<file path="config.mk">
export PLATFORM = sky130hd
export DESIGN_NAME = imm_control_unit
export DESIGN_NICKNAME = d
export VERILOG_FILES = /design/src/rtl/imm_control_unit.sv
export SDC_FILE = /design/constraint.sdc
export NUM_CORES = 1
export LEC_CHECK = 0
export BUFFER_PORTS_ARGS = -buffer_cell sky130_fd_sc_hd__buf_2
export CAP_MARGIN = 20
export CORE_UTILIZATION = 40
export CTS_CLUSTER_SIZE = 10
export DETAILED_ROUTE_END_ITERATION = 10
export GPL_ROUTABILITY_DRIVEN = 0
export PLACE_DENSITY = 0.78
export SYNTH_ARGS = -nofsm -noshare
export SYNTH_HDL_FRONTEND = slang
export SYNTH_SLANG_ARGS = --single-unit
</file>
<file path="constraint.sdc">
create_clock -name clk -period 1.75 [get_ports clk]
set_input_delay 0.4375 -clock clk [delete_from_list [all_inputs] [get_ports clk]]
set_output_delay 0.4375 -clock clk [all_outputs]
set_load 0.01 [all_outputs]
</file>
<file path="src/rtl/imm_control_unit.sv">
// Hardwired Moore sequencer for the immediate ALU instructions addi/andi/ori.
// Outputs are registered from the next state so each strobe is clean for its whole state.
module imm_control_unit_chk (
  input logic       clk,
  input logic       clr,
  input logic [5:0] srcs
);
  a_one_bus_source: assert property (@(posedge clk) disable iff (clr) $onehot0(srcs));
endmodule

module imm_control_unit #(
  parameter logic [4:0] OP_ADDI = 5'b01100,
  parameter logic [4:0] OP_ANDI = 5'b01101,
  parameter logic [4:0] OP_ORI  = 5'b01110,
  parameter logic [4:0] ALU_ADD = 5'd3,
  parameter logic [4:0] ALU_AND = 5'd5,
  parameter logic [4:0] ALU_OR  = 5'd6,
  parameter logic [4:0] ALU_INC = 5'd19
) (
  input  logic        clk,
  input  logic        clr,
  input  logic        run,
  input  logic        stop,
  input  logic [31:0] ir,
  output logic        PCout,
  output logic        Zlowout,
  output logic        MDRout,
  output logic        Cout,
  output logic        Rout,
  output logic        BAout,
  output logic        MARin,
  output logic        PCin,
  output logic        MDRin,
  output logic        IRin,
  output logic        RYin,
  output logic        Zhighin,
  output logic        Zlowin,
  output logic        Rin,
  output logic        Gra,
  output logic        Grb,
  output logic        Grc,
  output logic        pc_increment,
  output logic        read,
  output logic        memoryRead,
  output logic        memoryWrite,
  output logic [4:0]  alu_control,
  output logic        busy,
  output logic        instr_done,
  output logic        illegal,
  output logic [3:0]  state
);
  typedef enum logic [3:0] {
    IDLE = 4'd0, T0 = 4'd1, T1 = 4'd2, T2 = 4'd3,
    T3 = 4'd4, T4 = 4'd5, T5 = 4'd6, HALT = 4'd7
  } state_t;

  typedef struct packed {
    logic pc_out, zlow_out, mdr_out, c_out, r_out;
    logic mar_in, pc_in, mdr_in, ir_in, ry_in, zhigh_in, zlow_in, r_in;
    logic gra, grb, pc_inc, rd, mem_rd, done, bsy;
    logic [4:0] alu;
  } ctrl_t;

  state_t     st, nxt;
  logic [4:0] op_q, op_nxt;
  logic       illegal_nxt;
  ctrl_t      ctrl, ctrl_nxt;
  logic       unused_ir;

  assign unused_ir = ^ir[26:0];

  function automatic logic is_legal(input logic [4:0] op);
    return (op == OP_ADDI) || (op == OP_ANDI) || (op == OP_ORI);
  endfunction

  function automatic ctrl_t decode(input state_t s, input logic [4:0] op);
    ctrl_t c;
    c = '0;
    case (s)
      T0: begin
        c.pc_out = 1'b1; c.mar_in = 1'b1; c.pc_inc = 1'b1; c.alu = ALU_INC;
        c.zhigh_in = 1'b1; c.zlow_in = 1'b1; c.bsy = 1'b1;
      end
      T1: begin
        c.zlow_out = 1'b1; c.pc_in = 1'b1; c.rd = 1'b1; c.mem_rd = 1'b1;
        c.mdr_in = 1'b1; c.bsy = 1'b1;
      end
      T2: begin
        c.mdr_out = 1'b1; c.ir_in = 1'b1; c.bsy = 1'b1;
      end
      T3: begin
        c.grb = 1'b1; c.r_out = 1'b1; c.ry_in = 1'b1; c.bsy = 1'b1;
      end
      T4: begin
        c.c_out = 1'b1; c.zhigh_in = 1'b1; c.zlow_in = 1'b1; c.bsy = 1'b1;
        case (op)
          OP_ADDI: c.alu = ALU_ADD;
          OP_ANDI: c.alu = ALU_AND;
          OP_ORI:  c.alu = ALU_OR;
          default: c.alu = 5'd0;
        endcase
      end
      T5: begin
        c.zlow_out = 1'b1; c.gra = 1'b1; c.r_in = 1'b1; c.done = 1'b1; c.bsy = 1'b1;
      end
      default: c = '0;
    endcase
    return c;
  endfunction

  // Next state, opcode capture and illegal flag; outputs decoded from where we are going
  always_comb begin
    nxt         = IDLE;
    op_nxt      = op_q;
    illegal_nxt = illegal;
    case (st)
      IDLE: nxt = run ? T0 : IDLE;
      T0:   nxt = T1;
      T1:   nxt = T2;
      T2:   nxt = T3;
      T3: begin
        op_nxt = ir[31:27];
        if (is_legal(ir[31:27])) begin
          nxt = T4;
        end else begin
          nxt         = HALT;
          illegal_nxt = 1'b1;
        end
      end
      T4:   nxt = T5;
      T5: begin
        if (stop) begin
          nxt = HALT;
        end else if (run) begin
          nxt = T0;
        end else begin
          nxt = IDLE;
        end
      end
      HALT:    nxt = HALT;
      default: nxt = IDLE;
    endcase
    ctrl_nxt = decode(nxt, op_nxt);
  end

  // State and registered strobes
  always_ff @(posedge clk) begin
    if (clr) begin
      st      <= IDLE;
      op_q    <= 5'd0;
      illegal <= 1'b0;
      ctrl    <= '0;
    end else begin
      st      <= nxt;
      op_q    <= op_nxt;
      illegal <= illegal_nxt;
      ctrl    <= ctrl_nxt;
    end
  end

  assign state        = st;
  assign PCout        = ctrl.pc_out;
  assign Zlowout      = ctrl.zlow_out;
  assign MDRout       = ctrl.mdr_out;
  assign Cout         = ctrl.c_out;
  assign Rout         = ctrl.r_out;
  assign BAout        = 1'b0;
  assign MARin        = ctrl.mar_in;
  assign PCin         = ctrl.pc_in;
  assign MDRin        = ctrl.mdr_in;
  assign IRin         = ctrl.ir_in;
  assign RYin         = ctrl.ry_in;
  assign Zhighin      = ctrl.zhigh_in;
  assign Zlowin       = ctrl.zlow_in;
  assign Rin          = ctrl.r_in;
  assign Gra          = ctrl.gra;
  assign Grb          = ctrl.grb;
  assign Grc          = 1'b0;
  assign pc_increment = ctrl.pc_inc;
  assign read         = ctrl.rd;
  assign memoryRead   = ctrl.mem_rd;
  assign memoryWrite  = 1'b0;
  assign alu_control  = ctrl.alu;
  assign busy         = ctrl.bsy;
  assign instr_done   = ctrl.done;

  imm_control_unit_chk u_chk (
    .clk  (clk),
    .clr  (clr),
    .srcs ({PCout, Zlowout, MDRout, Cout, Rout, BAout})
  );
endmodule

</file>
# Word level (Yosys, flattened, before mapping)

Cells that the tools add are included.

Register bits: 28

Equal/unequal tests: 19
Reduce and logical (&&, ||, !) cells: 7
Mux-type cells: 17
Bitwise logic cells: 1

Operators by type and width:

| kind                                          | count |
|---|---|
| == test 5 x 4 -> 1 bit, second input constant | 6 |
| == test 4 x 3 -> 1 bit, second input constant | 7 |
| case mux 3 bit (8 select lines)               | 1 |
| == test 4 x 2 -> 1 bit, second input constant | 4 |
| case mux 5 bit (2 select lines)               | 1 |
| case mux 3 bit (3 select lines)               | 1 |
| == test 4 x 1 -> 1 bit, second input constant | 2 |
| 2-to-1 mux 1 bit                              | 8 |
| 2-to-1 mux 2 bit                              | 4 |
| OR reduction 6 bit                            | 1 |
| 2-to-1 mux 5 bit                              | 1 |
| zero test 4 bit                               | 1 |
| OR reduction 2 bit                            | 2 |
| 2-to-1 mux 3 bit                              | 1 |
| logical OR 1 bit                              | 2 |
| AND reduction 2 bit                           | 1 |
| NOT 1 bit                                     | 1 |

# Logic depth before layout (Yosys ltp)

Gate-level depths: netlist of the first run.

Word-level depth: 8
Depth in mapped cells: 6
Depth with buffers taken out: 4

# Worst setup path after synthesis of the first run

OpenSTA, ideal clock, no wires.

Path kind: register to register
Start point: register st[2], in the netlist state[2]
End point: register ctrl, in the netlist alu_control[2]
Library setup time: 74 ps
Path buffers: 1
Data arrival time: 1356 ps
Stages on the path, launching flop included: 6
Period minus slack after synthesis: 1429 ps
Setup slack: 321 ps
Cell sequence: dfxtp_1 -> nor3b_1 -> buf_2 -> mux2i_1 -> o211ai_1 -> nor3_2

Word-level cells in the longest chain between the ends: 5
Elaborated cells on any way between the ends: 17
Those cells by class: 12 x eq/ne; 4 x mux; 1 x reduce/logical

RTL lines:

| what                                | line | source |
|---|---|---|
| start: declaration                  | 64   | `state_t st, nxt;` |
| start signal: assignment            | 154  | `st <= nxt;` |
| == test 4 x 3 -> 1 bit              | 116  | `case (st)` |
| 2-to-1 mux 5 bit                    | 116  |  |
| == test 5 x 4 -> 1 bit              | 96   | `case (op)` |
| case mux 3 bit (3 select lines)     | 96   |  |
| case mux 5 bit (2 select lines) (*) | 79   | `case (s)` |
| end signal: assignment              | 157  | `ctrl <= ctrl_nxt;` |
| end: declaration                    | 67   | `ctrl_t ctrl, ctrl_nxt;` |

Mark *: on every way between the ends. The rest lies on a longest branch, timed or not.
A chain may end at the register's enable or synchronous reset.

# Final worst setup path of the first run

Start point: register st[2], in the netlist state[2]
End point: register ctrl, in the netlist alu_control[1]

The elaborated chain is that of the path after synthesis.

==> results.txt, run 1 <==
Status: finished, final reports clean
CP max FO: 8
Sequential element share of the synthesized area: 41.64%
WP buf/inv: 1
Hold Path Stages: 3
R2r startpoint: state[2]$_SDFF_PP0_
CP Cell Sequence: nor3b_1 > buf_4 > mux2i_1 > a21oi_1 > nor2_1
Drt drc: 0
CTS tree: built
Max-Cap Viols: 0
Worst Path Required: 1.99 ns
Clk root buf: clkbuf_4
Crit-path leading delay family: simple AND/OR/NAND/NOR gates
Synth cell count leaders: dfxtp_1, buf_4, nor2_1
Fillers: 213
Largest net degree at the start of global routing: 16
Layout area overhead: 14.25%
Syn Area/Cell: 9.097 sq um
First-pass GRT wire length: 3.070 mm
Critical-path top delay cell: dfxtp_1
Leading cell type by number of instances after synthesis: dfxtp_1
HP Start: ir[31]
Initial antenna violation count: 0
Hold Fails Final Rpt: 0
Post-Syn Area: 1010 sq um
Yosys reg bits: 21
Unique masters post-synth: 33
Share of layout cells above drive strength 1: 34.78%
Die ar.: 2729 sq um
Worst slack at placement: 0.1509 ns
Hpwl dp: 1.468 mm
DRT Pass-1 Iters: 4
Final wirelength: 1.932 mm
Crit path DAT: 1.81 ns
CTS Hold Bufs: 0
I/O pin cnt: 69
Synth area leader: dfxtp_1
Port bufs: 36
Critical path startpoint category: flip-flop
Top reg by flops: op_q
Iteration-0 DRC count of the detailed router: 17
Pwr Total: 1.036 mW
Tcrit/Tclk final: 89.70%
RSZ-0062 raised after global routing: no
Largest stage delay on the critical path: 0.46 ns
Vias: 839
ANT cells: 0
Async SR Flop Fraction: 0%
R2r endpoint: alu_control[1]$_SDFF_PP0_
Maximum clock rate: 0.6371 GHz
Initial Util: 43.95%
Reg clk slew, reported paths: 0.12 ns
DR vias/cell: 5.054
Worst R2R Setup Slack: 0.18 ns
Worst Skew: 0.007569 ns
Post-layout util: 50.22%
Core area: 2297 sq um
GR Overflow Total: 0
Final ANT Viol Nets: 0
Min-Delay Path Class: in2reg
Post-Route Setup TNS: 0 ns
Maximum VDD drop: 622.2 uV
Type of destination of the critical path: flip-flop
Die Width: 52.24 um
DIE HEIGHT: 52.24 um
YS warnings: 0
Synth area leaders: dfxtp_1, buf_4, mux2i_1
Aggregate global-route resource usage: 15.29%
Hold path endpoint: op_q[4]$_SDFF_PP0_
Rows: 17
Clk sink count: 21
Routed WL per cell: 11.64 um
EDFF count, synth: 0
Clk buf depth: 2
Post-CTS Resized: 0
Number of H-tree levels: 1
Vias in the first global route: 738
Area after DPL: 1126 sq um
Max reg flops: 5
LEAKAGE: 0.5564 nW
Final Cell Area: 1154 sq um
FF-to-FF path depth: 5
Commonest register cell after synthesis: dfxtp_1
Worst Slack Setup Final: 0.1803 ns
CP Class: reg2reg
Final setup violating endpoints: 0
Final #Nets: 175
Share of the synthesized area in the top cell type: 41.64%
Min Clock Period, post-route: 1.570 ns
Clk_lat worst skew: 0.31 ns
CTS buffer count: 3
Setup bufs post-CTS: 0
Power Dens Cells: 897.7 nW/um^2
Slew Viols, Final: 0
Synth Instances: 111
==> report_power, final <==
part	internal [mW]	total [mW]	switching [mW]	leakage, nW
clock	0.0854	0.235	0.150	0.0177
sequential	0.515	0.537	0.0215	0.171
combinational	0.116	0.264	0.148	0.368
==> cells in the final DEF (no fill, tap or decap), drive strengths merged <==
cell type	n
o221ai	1
a21oi	5
a221oi	1
nand3b	4
nand2	2
or3	1
a22oi	1
nand3	1
o21ai	5
nor4bb	1
a41o	1
inv	2
xnor2	1
nor2	16
nor3b	2
nor2b	1
nor4b	2
a211o	1
mux2i	7
nand4bb	1
o211ai	1
or2	1
a21o	1
clkinv	1
conb	5
xor2	2
nand2b	3
dfxtp	21
clkbuf	3
buf	42
o21ba	1
nor3	1
==> layout make-up <==
| cell class | instances | area (sq um) | area share, % |
|---|---|---|---|
| Inverter | 2 | 7.507 | 0.6508 |
| Clock inverter | 1 | 5.005 | 0.4338 |
| Timing Repair Buffer | 42 | 225.2 | 19.52 |
| Multi-Input combinational cell | 69 | 437.9 | 37.96 |
| Sequential cell | 21 | 420.4 | 36.44 |
| Tap cell | 28 | 35.03 | 3.037 |
| Clock buffer | 3 | 22.52 | 1.952 |
==> metrics by stage <==
step | instances | hold WS, ns
2_1_floorplan | 115 | 0.4509
3_3_place_gp | 162 | 0.4618
3_5_place_dp | 162 | 0.4589
4_1_cts | 166 | 0.3827
5_1_grt | 166 | 0.4050
6_report | 166 | 0.3797
==> worst register-to-register path, stage by stage, from the launching register on <==
cell,delay [ns]
dfxtp_1,0.46
nor3b_1,0.37
buf_4,0.25
mux2i_1,0.24
a21oi_1,0.09
nor2_1,0.10
==> cell families after synthesis <==
group	after synthesis	share of synthesized area (%)
AO/OA/AOI/OAI	18	11.77
XOR/XNOR	3	2.603
buffers and inverters	25	16.48
flip-flops	21	41.64
multiplexers	7	6.940
other	1	0.3714
AND/OR/NAND/NOR	36	20.20
==> metal layers <==
layer | global-route usage, % | vias to the layer above | routed length (um)
met5 | 0 | - | 0
met4 | 4.386 | 0 | 34
met3 | 6.087 | 6 | 169
met2 | 27.35 | 44 | 948
met1 | 16.46 | 381 | 779
li1 | - | 408 | -
==> worst max-delay path by stage <==
stage,start,end,slack [ns],cells past startpoint
floorplan,state[2]$_SDFF_PP0_,alu_control[2]$_SDFF_PP0_,0.32,5
global placement,ir[31],alu_control[2]$_SDFF_PP0_,0.17,5
detailed placement,ir[31],alu_control[2]$_SDFF_PP0_,0.15,5
CTS,state[2]$_SDFF_PP0_,alu_control[1]$_SDFF_PP0_,0.20,5
global route,state[2]$_SDFF_PP0_,alu_control[0]$_SDFF_PP0_,0.06,5
finish,state[2]$_SDFF_PP0_,alu_control[1]$_SDFF_PP0_,0.18,5
(Power assumes the default switching activity.)
==> run 2, diff against run 1 <==
--- a/config.mk
+++ b/config.mk
@@ -11,6 +11,8 @@
 export CTS_CLUSTER_SIZE = 10
 export DETAILED_ROUTE_END_ITERATION = 10
 export GPL_ROUTABILITY_DRIVEN = 0
+export GPL_TIMING_DRIVEN = 0
+export MAX_ROUTING_LAYER = met4
 export PLACE_DENSITY = 0.78
 export SYNTH_ARGS = -nofsm -noshare
 export SYNTH_HDL_FRONTEND = slang
==> run 2 against run 1 <==
Against the previous run: register-to-register slack gained 0.03 ns; core utilization grew 5.1 points; maximum frequency grew 1.8%; critical endpoint is now alu_control[2]$_SDFF_PP0_; flip-flop and latch count is the same.
==> results.txt, run 2 (synthesis gave the netlist of run 1 again) <==
Die Width: 52.24 um (unchanged)
Layout area overhead: 25.90% (was 14.25%)
Slew Viols, Final: 0 (unchanged)
CP Class: reg2reg (unchanged)
Comb power frac: 27.7% (was 25.5%)
LEAKAGE: 0.6354 nW (was 0.5564 nW)
Worst Path Required: 2.00 ns (was 1.99 ns)
DR vias/cell: 4.710 (was 5.054)
Type of destination of the critical path: flip-flop (unchanged)
Routed WL per cell: 10.67 um (was 11.64 um)
Aggregate global-route resource usage: 15.75% (was 15.29%)
Hold Fails Final Rpt: 0 (unchanged)
Sequential cell area: 420.4 sq um (unchanged)
Post-Route Setup TNS: 0 ns (unchanged)
Power Dens Cells: 840.2 nW/um^2 (was 897.7 nW/um^2)
Critical path launch point: state[2]$_SDFF_PP0_ (unchanged)
Commonest non-fill, non-tap cell in the layout: buf_2 (unchanged)
Sw Share: 30.20% (was 30.81%)
Worst-Margin Slew: 0.5635 ns
Largest stage delay on the critical path: 0.47 ns (was 0.46 ns)
Drt drc: 0 (unchanged)
Iteration-0 DRC count of the detailed router: 12 (was 17)
CP Cell Sequence: nor3b_1 > buf_2 > mux2i_2 > o211ai_1 > nor3_2 (was nor3b_1 > buf_4 > mux2i_1 > a21oi_1 > nor2_1)
Min Clock Period, post-route: 1.542 ns (was 1.570 ns)
Met3 Usage GRT: 2.029% (was 6.087%)
Number of H-tree levels: 1 (unchanged)
Final wirelength: 1.953 mm (was 1.932 mm)
Met1 usage: 18.25% (was 16.46%)
Worst Skew: 0.0005644 ns (was 0.007569 ns)
Vias: 862 (was 839)
Crit path DAT: 1.79 ns (was 1.81 ns)
Clk_lat worst skew: 0.31 ns (about the same)
Port bufs: 36 (unchanged)
Max reg flops: 5 (unchanged)
Power Internal: 0.7455 mW (was 0.7165 mW)
DRT Pass-1 Iters: 4 (unchanged)
Clk sink count: 21 (unchanged)
Vias in the first global route: 699 (was 738)
Slew margin rel.: 62.43%
CTS tree: built (unchanged)
Reg clk slew, reported paths: 0.11 ns (was 0.12 ns)
Crit-path leading delay family: flip-flops (was simple AND/OR/NAND/NOR gates)
Largest net degree at the start of global routing: 13 (was 16)
Critical-path top delay cell: dfxtp_1 (unchanged)
Rows: 17 (unchanged)
R2r endpoint: alu_control[2]$_SDFF_PP0_ (was alu_control[1]$_SDFF_PP0_)
Hpwl dp: 1.421 mm (was 1.468 mm)
ANT cells: 0 (unchanged)
Core area: 2297 sq um (unchanged)
Fillers: 226 (was 213)
Most frequent cells in the layout: buf_2, dfxtp_1, buf_4 (was buf_2, dfxtp_1, nor2_1)
Last element of the critical path: alu_control[2]$_SDFF_PP0_ (was alu_control[1]$_SDFF_PP0_)
I/O pin cnt: 69 (unchanged)
Pwr Total: 1.068 mW (was 1.036 mW)
Initial antenna violation count: 0 (unchanged)
FF-to-FF path depth: 5 (unchanged)
DIE HEIGHT: 52.24 um (unchanged)
Clock Power Share: 21.9% (was 22.7%)
Setup bufs post-CTS: 0 (unchanged)
CTS buffer count: 3 (unchanged)
R2r startpoint: state[2]$_SDFF_PP0_ (unchanged)
Worst R2R Setup Slack: 0.21 ns (was 0.18 ns)
Clk root buf: clkbuf_4 (unchanged)
Final setup violating endpoints: 0 (unchanged)
CP max FO: 9 (was 8)
Clk buf depth: 2 (unchanged)
GR Overflow Total: 0 (unchanged)
Max-Cap Viols: 0 (unchanged)
Share of layout cells above drive strength 1: 40.00% (was 34.78%)
Net Sw Power: 0.3226 mW (was 0.3191 mW)
Multi-input gate area in the final layout: 441.7 sq um (was 437.9 sq um)
Critical path startpoint category: flip-flop (unchanged)
Initial Util: 43.95% (unchanged)
Min-Delay Path Class: in2reg (unchanged)
Met2 GRT Util: 26.71% (was 27.35%)
Top reg by flops: op_q (unchanged)
WP buf/inv: 1 (unchanged)
Final ANT Viol Nets: 0 (unchanged)
Maximum clock rate: 0.6483 GHz (was 0.6371 GHz)
GR peak layer: met2 (unchanged)
Final #Nets: 192 (was 175)
First-pass GRT wire length: 3.042 mm (was 3.070 mm)
Flop pwr share: 50.4% (was 51.8%)
Tcrit/Tclk final: 88.14% (was 89.70%)
Die ar.: 2729 sq um (unchanged)
Maximum VDD drop: 437.9 uV (was 622.2 uV)
CP Depth: 5 (unchanged)
RSZ-0062 raised after global routing: no (unchanged)
Status: finished, final reports clean (unchanged)
## run 2: cell count changes in the layout (fill, tap and decap cells not counted), sizes merged
cell / before / now
buf: 42 / 55
clkbuf: 3 / 7
## run 2: worst min-delay path by stage
stage                    startpoint  depth (start not counted)  slack [ns]                    to
2_1_floorplan    op_q[4]$_SDFF_PP0_                          2        0.45    op_q[4]$_SDFF_PP0_
3_3_place_gp   illegal$_SDFFE_PP0P_                          2        0.46  illegal$_SDFFE_PP0P_
3_5_place_dp   illegal$_SDFFE_PP0P_                          2        0.46  illegal$_SDFFE_PP0P_
4_1_cts                         clr                          2        0.34       read$_SDFF_PP0_
5_1_grt                         clr                          2        0.35       read$_SDFF_PP0_
6_report                        clr                          2        0.35       read$_SDFF_PP0_
## run 2: stage by stage
stage | setup slack (ns) | util (%) | area, sq um | cells | hold slack (ns)
3_5_place_dp | 0.1501 | 53.98 | 1240 | 179 | 0.4630
2_1_floorplan | 0.3206 | - | 1025 | 115 | 0.4509
4_1_cts | 0.1463 | 55.17 | 1267 | 183 | 0.3362
3_3_place_gp | 0.1595 | 53.98 | 1240 | 179 | 0.4563
5_1_grt | 0.04845 | 55.34 | 1271 | 183 | 0.3466
6_report | 0.2075 | 55.34 | 1271 | 183 | 0.3485
## run 2: power groups by stage
stage	clock network (mW)	logic, mW	registers (mW)
after floorplan	0	0.185	0.565
after global placement	0	0.288	0.547
after detailed placement	0	0.293	0.550
after CTS	0.244	0.296	0.539
after global routing	0.267	0.327	0.544
final	0.234	0.296	0.538
## run 2: final cells by class
class	instances	area share, %
Clock buffer	3	1.772
Sequential cell	21	33.07
Multi-Input combinational cell	69	34.74
Inverter	2	0.5906
Clock inverter	1	0.3937
Buffer	23	12.50
Tap cell	28	2.756
Timing Repair Buffer	36	14.17
## run 2: per-layer routing
layer | wire, um | part of all wire [%]
met1 | 823 | 42
met2 | 954 | 49
met3 | 133 | 6.8
met4 | 41 | 2.1
met5 | 0 | 0
## run 2: repair_timing
action | in CTS | in global routing
resized for setup | 0 | 1
endpoints found under the setup margin | 0 | 2
hold buffers | 0 | 0
